`src/rtl/apb2axi_bresp_tracker.sv`:
```
// Write-response tracker: records tag per AWID on issue, consumes the B
// channel, emits one completion record per burst with error accounting.
// Ports: aclk/areset; iss_* issue side; bid/bresp/bvalid/bready B channel;
// cpl_* completion record; outstanding_cnt, err_cnt, unexp_sticky, err_clr.
module apb2axi_bresp_tracker #(
  parameter int AXI_ID_W  = 4,
  parameter int TAG_W     = 4,
  parameter int ERR_CNT_W = 8
) (
  input  logic                 aclk,
  input  logic                 areset,
  input  logic                 iss_valid,
  output logic                 iss_ready,
  input  logic [AXI_ID_W-1:0]  iss_id,
  input  logic [TAG_W-1:0]     iss_tag,
  input  logic [AXI_ID_W-1:0]  bid,
  input  logic [1:0]           bresp,
  input  logic                 bvalid,
  output logic                 bready,
  output logic                 cpl_valid,
  input  logic                 cpl_ready,
  output logic [TAG_W-1:0]     cpl_tag,
  output logic [1:0]           cpl_resp,
  output logic                 cpl_unexp,
  output logic [AXI_ID_W:0]    outstanding_cnt,
  output logic [ERR_CNT_W-1:0] err_cnt,
  output logic                 unexp_sticky,
  input  logic                 err_clr
);

  localparam int DEPTH = 1 << AXI_ID_W;
  localparam logic [AXI_ID_W:0]    OUT_ONE = 1;
  localparam logic [ERR_CNT_W-1:0] ERR_ONE = 1;

  logic [DEPTH-1:0] vld;
  logic [TAG_W-1:0] tag_q [DEPTH];
  logic             iss_hs;
  logic             b_hs;
  logic             b_hit;
  logic             b_done;

  assign iss_ready = ~vld[iss_id];
  assign bready    = ~cpl_valid | cpl_ready;
  assign iss_hs    = iss_valid & iss_ready;
  assign b_hs      = bvalid & bready;
  assign b_hit     = vld[bid];
  assign b_done    = b_hs & b_hit;

  // An issue can only target an invalid entry and a clear only a valid
  // one, so the two writes below never hit the same entry.
  always_ff @(posedge aclk) begin
    if (areset) begin
      vld <= '0;
    end else begin
      if (b_done) vld[bid] <= 1'b0;
      if (iss_hs) vld[iss_id] <= 1'b1;
    end
  end

  always_ff @(posedge aclk) begin
    if (iss_hs) tag_q[iss_id] <= iss_tag;
  end

  always_ff @(posedge aclk) begin
    if (areset) begin
      cpl_valid <= 1'b0;
      cpl_tag   <= '0;
      cpl_resp  <= '0;
      cpl_unexp <= 1'b0;
    end else if (b_hs) begin
      cpl_valid <= 1'b1;
      cpl_tag   <= b_hit ? tag_q[bid] : '0;
      cpl_resp  <= bresp;
      cpl_unexp <= ~b_hit;
    end else if (cpl_ready) begin
      cpl_valid <= 1'b0;
    end
  end

  always_ff @(posedge aclk) begin
    if (areset) begin
      outstanding_cnt <= '0;
    end else if (iss_hs && !b_done) begin
      outstanding_cnt <= outstanding_cnt + OUT_ONE;
    end else if (!iss_hs && b_done) begin
      outstanding_cnt <= outstanding_cnt - OUT_ONE;
    end
  end

  always_ff @(posedge aclk) begin
    if (areset || err_clr) begin
      err_cnt <= '0;
    end else if (b_hs && bresp[1] && !(&err_cnt)) begin
      err_cnt <= err_cnt + ERR_ONE;
    end
  end

  always_ff @(posedge aclk) begin
    if (areset || err_clr) begin
      unexp_sticky <= 1'b0;
    end else if (b_hs && !b_hit) begin
      unexp_sticky <= 1'b1;
    end
  end

endmodule

```
`config.mk`:
```
export PLATFORM = sky130hd
export DESIGN_NAME = apb2axi_bresp_tracker
export DESIGN_NICKNAME = d
export VERILOG_FILES = /design/src/rtl/apb2axi_bresp_tracker.sv
export SDC_FILE = /design/constraint.sdc
export NUM_CORES = 1
export LEC_CHECK = 0
export BUFFER_PORTS_ARGS = -buffer_cell sky130_fd_sc_hd__buf_2
export CORE_AREA = 3 3 90 92
export DETAILED_ROUTE_END_ITERATION = 16
export DIE_AREA = 0 0 93 95
export PLACE_DENSITY = 0.8
export SLEW_MARGIN = 25
export SYNTH_ARGS = -nofsm -noshare
export SYNTH_HDL_FRONTEND = slang
export SYNTH_SLANG_ARGS = --single-unit
```
`constraint.sdc`:
```
create_clock -name aclk -period 8.25 [get_ports aclk]
set_clock_uncertainty 0.15 [all_clocks]
set_input_delay 0.4125 -clock aclk [delete_from_list [all_inputs] [get_ports aclk]]
set_output_delay 0.4125 -clock aclk [all_outputs]
set_load 0.02 [all_outputs]
```
## After elaboration in Yosys (flattened, before gate mapping)

Memory sizes are Yosys's and may differ from the RTL's.
Index checks and enable logic that the tools add are counted.

- Order comparisons: 4
- Bitwise operators: 10
- Muxes and demuxes: 18
- Reductions and logical operators: 15
- Add/sub/neg operators: 3

Operators with widths:

| operator | number |
|---|---|
| 16-bit 2-to-1 mux | 3 |
| 16-bit bitwise AND | 1 |
| 16-bit NOT | 1 |
| 16-bit bitwise OR | 1 |
| 4-bit by 5-bit < comparator with 1-bit output, second input constant | 2 |
| 5-bit 2-to-1 mux | 2 |
| 8-bit by 1-bit adder with 8-bit output, second input constant | 1 |
| 1-bit binary-select mux with 4-bit select | 2 |
| 1-bit demux with 4-bit select | 2 |
| 4-bit by 1-bit >= comparator with 1-bit output, second input constant | 2 |
| 1-bit 2-to-1 mux | 8 |
| 8-bit AND reduction | 1 |
| 1-bit logical AND | 7 |
| 5-bit by 1-bit adder with 5-bit output, second input constant | 1 |
| 5-bit by 1-bit subtractor with 5-bit output, second input constant | 1 |
| 1-bit logical NOT | 4 |
| 4-bit 2-to-1 mux | 1 |
| 2-bit nonzero test | 2 |
| 1-bit bitwise AND | 3 |
| 1-bit NOT | 3 |
| 1-bit logical OR | 1 |
| 1-bit bitwise OR | 1 |

- Bits in registers: 38
- Input port bits: 20
- Bits in writable memories: 64
- Logic and storage cells: 59
- Memories kept: 1
- Output and inout bits: 24

Memory list:

| name | words | bits a word | read ports | clocked after Yosys merged registers in | wr ports | RTL line | source |
|---|---|---|---|---|---|---|---|
| tag_q | 16 | 4 | 1 | 0 | 1 | 36 | `logic [TAG_W-1:0] tag_q [DEPTH];` |

## Logic depth before layout (Yosys ltp)

- Depth in word-level cells: 10
- Gate-level depth with buffers: 15
- Depth with buffers taken out: 13

## Worst setup path before layout

No wires, ideal clock.

- Kind: input -> register
- Start point: in iss_id[0]
- End point: reg outstanding_cnt[4]
- Arrival time: 3.131 ns
- Cell stages on the path: 12
- Library setup time: 0.070 ns
- Path buffers: 1
- Required time: 8.030 ns
- Slack: 4.899 ns
- Cell sequence: buf_6 mux4_2 mux4_2 nor2b_1 ha_1 inv_1 fa_1 a21o_1 a21oi_1 xnor2_1 or3_1 a21oi_1

- Longest elaborated chain between the ends: 7
- Elaborated cells on any way between the ends: 9
- Those cells by class: 3 x mux; 2 x bitwise; 4 x reduce/logical

Ends and longest elaborated chain:

| element | RTL line | source |
|---|---|---|
| from (decl) | 14 | `input logic [AXI_ID_W-1:0] iss_id,` |
| 1-bit binary-select mux with 4-bit select (*) | 42 | `assign iss_ready = ~vld[iss_id];` |
| 1-bit 2-to-1 mux (implied by the code) (*) | 42 |  |
| 1-bit NOT (*) | 42 |  |
| 1-bit bitwise AND (*) | 44 | `assign iss_hs = iss_valid & iss_ready;` |
| 1-bit logical NOT | 85 | `end else if (!iss_hs && b_done) begin` |
| 1-bit logical AND | 85 |  |
| 2-bit nonzero test (no line) | - |  |
| to (signal assigned) | 84 | `outstanding_cnt <= outstanding_cnt + OUT_ONE;` |
| to (signal assigned) | 86 | `outstanding_cnt <= outstanding_cnt - OUT_ONE;` |
| to (decl) | 25 | `output logic [AXI_ID_W:0] outstanding_cnt,` |

Mark *: on every way between the ends. The rest lies on a longest branch, timed or not. The select of a mux whose other input is x is not followed.
A chain may end at the register's enable or synchronous reset.

## Worst setup path in the final report

- Start point: in bid[0]
- End point: reg outstanding_cnt[4]

- Longest elaborated chain between the ends: 6
- Elaborated cells on any way between the ends: 8
- Those cells by class: 3 x mux; 1 x bitwise; 4 x reduce/logical

Ends and longest elaborated chain:

| element | RTL line | source |
|---|---|---|
| from (decl) | 16 | `input logic [AXI_ID_W-1:0] bid,` |
| 1-bit binary-select mux with 4-bit select (*) | 46 | `assign b_hit = vld[bid];` |
| 1-bit 2-to-1 mux (implied by the code) (*) | 46 |  |
| 1-bit bitwise AND (*) | 47 | `assign b_done = b_hs & b_hit;` |
| 1-bit logical NOT | 83 | `end else if (iss_hs && !b_done) begin` |
| 1-bit logical AND | 83 |  |
| 5-bit 2-to-1 mux / 2-bit nonzero test (equally long branches) | - |  |

Marked as above.

==> impl_metrics.env <==
export IMPL_status="finished clean"
export IMPL_critPathRequiredTime_ps=8390
export IMPL_final_util_pct=66.7
export IMPL_startpoint_type="input port"
export IMPL_slew_headroom_pct=50.6
export IMPL_postCtsSetupBuffers=0
export IMPL_synth_nets=360
export IMPL_hold_viol_final=0
export IMPL_dr_total_vias=2766
export IMPL_ctsHoldBuffers=0
export IMPL_syn_area_um2=4430
export IMPL_nets=398
export IMPL_p_leak_nw=1.83
export IMPL_cts_buffers=9
export IMPL_drt_iter0_drc=267
export IMPL_die_h_um=95
export IMPL_post_cts_resized=0
export IMPL_grt_pass1_vias=2744
export IMPL_overflow=0
export IMPL_drive_gt1_share_pct=24.9
export IMPL_worstSetupPathType="input port to register"
export IMPL_crit_fanout=24
export IMPL_synth_avg_cell_area_um2=13.3
export IMPL_clk_path_buf_depth=2
export IMPL_wl_per_cell_um=18.0
export IMPL_gp_congestion=0.893
export IMPL_antennaDiodeCount=0
export IMPL_finalSetupTns_ps=0
export IMPL_cap_violations=0
export IMPL_wl_mm=8.57
export IMPL_initial_core_util_pct=60.7
export IMPL_die_area_um2=8840
export IMPL_port_buffers=43
export IMPL_ctsHtreeMaxLevel=3
export IMPL_min_period_over_period_pct=43.5
export IMPL_powerDensity_nw_per_um2=196
export IMPL_vdd_ir_drop_max_v=0.000154
export IMPL_fin_crit_ps=3590
export IMPL_vias_per_cell=5.81
export IMPL_ys_ff_latch=102
export IMPL_final_common_cell="edfxtp_1"
export IMPL_route_detailed_drc=0
export IMPL_tightestPinTransition_ps=741
export IMPL_grt_use_total_pct=21.1
export IMPL_grt_start_max_net_pins=32
export IMPL_clock_sinks=102
export IMPL_core_area_um2=7290
export IMPL_row_count=31
export IMPL_seqCellArea_um2=2680
export IMPL_final_cell_mix="64 x edfxtp_1, 43 x buf_2, 38 x dfxtp_1, 33 x nand2_1"
export IMPL_fin_area_um2=4860
export IMPL_area_growth_pct=9.81
export IMPL_placed_area_um2=4670
export IMPL_synth_cell_types=41
export IMPL_max_freq_ghz=0.279
export IMPL_finalSetupViolCount=0
export IMPL_path_clk_slew_ps=100
export IMPL_cp_arrival_ps=3730
export IMPL_grt_pass1_wl_mm=14.0
export IMPL_num_fill_cells=569
export IMPL_ff2ff_path_depth=11
export IMPL_drv_slew=0
export IMPL_clock_latency_ps=350
export IMPL_min_path_cells=3
export IMPL_cts_tree="yes"
export IMPL_min_path_type="input port to register"
export IMPL_rsz0062_at_grt="false"
export IMPL_ctsRootBufferMaster="clkbuf_8"
export IMPL_antenna_left=0
export IMPL_antenna_found_initial=0
export IMPL_multiInputGateArea_um2=1580
export IMPL_die_w_um=93
export IMPL_ys_seq_area_share_pct=60.6
export IMPL_cp_end_kind="register"
export IMPL_synth_cells=334
export IMPL_yosys_warnings=0
export IMPL_drt_first_pass_iters=5
export IMPL_pin_count=44
export IMPL_dp_hpwl_mm=6.20
## kinds of logic after synthesis
kind of cell,Yosys count,share of synthesized area (%)
buf+inv,36,3.82
compound gates,53,6.78
flops,102,60.6
fa+ha+maj,6,1.87
xor+xnor,11,2.18
simple gates,99,11.6
mux,27,13.2
## worst max-delay path: stages
cell	delay, ps
buf_2	570
mux4_2	600
nand2_1	160
and4_4	290
nor2_2	60
inv_1	60
ha_1	180
inv_1	100
fa_1	410
a21o_1	190
a21oi_1	170
xnor2_1	90
or3_1	300
a21oi_1	130
## final timing paths
| check | start | to | slack [ps] |
|---|---|---|---|
| hold reg to reg | cpl_resp[0] | cpl_resp[0] | 310 |
| hold / removal | bresp[0] | cpl_resp[0] | 130 |
| setup reg to reg | vld[15] | outstanding_cnt[4] | 4870 |
| setup / recovery | bid[0] | outstanding_cnt[4] | 4660 |
## cells in the mapped netlist (all sizes together)
library cell  instances  area share [%]
a21o                  2            0.34
a21oi                25             2.8
a22oi                 4            0.68
a311o                 4            0.90
and2                  4            0.57
and3                  1            0.14
and4                  1            0.25
buf                   9             1.5
clkbuf                7            0.59
dfxtp                38              17
edfxtp               64              43
fa                    1            0.45
ha                    5             1.4
inv                  20             1.7
mux2i                 2            0.45
mux4                 25              13
nand2                35             3.1
nand2b                2            0.28
nand3                11             1.4
nand3b                6             1.0
nand4                 1            0.14
nor2                 20             1.8
nor2b                 5            0.71
nor3                  4            0.79
nor3b                 2            0.45
nor4                  3            0.42
nor4b                 1            0.20
o21ai                18             2.0
or2                   1            0.14
or3                   2            0.28
xnor2                10             2.0
xor2                  1            0.20
## metal layers
layer  GRT usage [%]  wire, µm  share of wire (%)  vias up
li1                -         -                  -     1311
met1            27.9      3450                 40     1335
met2            34.9      4460                 52      101
met3            3.90       535                6.2       19
met4            8.18       126                1.5        0
met5               0         0                  0        -
## report_power, final
part | total [mW] | switching, mW | internal [mW]
logic | 0.0983 | 0.0581 | 0.0402
registers | 0.563 | 0.00809 | 0.555
clock network | 0.293 | 0.176 | 0.117
total | 0.955 | 0.243 | 0.712
## flip-flops by register name (all words and copies together) (netlist names)
| register | count |
|---|---|
| tag_q | 64 |
| vld | 16 |
| err_cnt | 8 |
| outstanding_cnt | 5 |
| cpl_tag | 4 |
| cpl_resp | 2 |
| cpl_unexp | 1 |
| cpl_valid | 1 |
| unexp_sticky | 1 |
## through the flow
step                setup WS, ps  total power [mW]  hold WS, ps  std cells
CTS                         4620             0.964          117        476
global placement            4310             0.670          292        460
floorplan                   4900             0.644          316        334
global route                4350             0.995          143        476
detailed placement          4250             0.673          300        460
finish                      4660             0.955          133        476
## area by class of cell
class                      count  area share, %
clock inverter                 7           1.34
clock buffer                   9           2.55
inverter                      20           1.54
sequential                   102           55.2
tap                           99           2.55
multi-input combinational    196           32.4
timing repair buffer          43           4.43
Power figures use the tool's default switching activity.
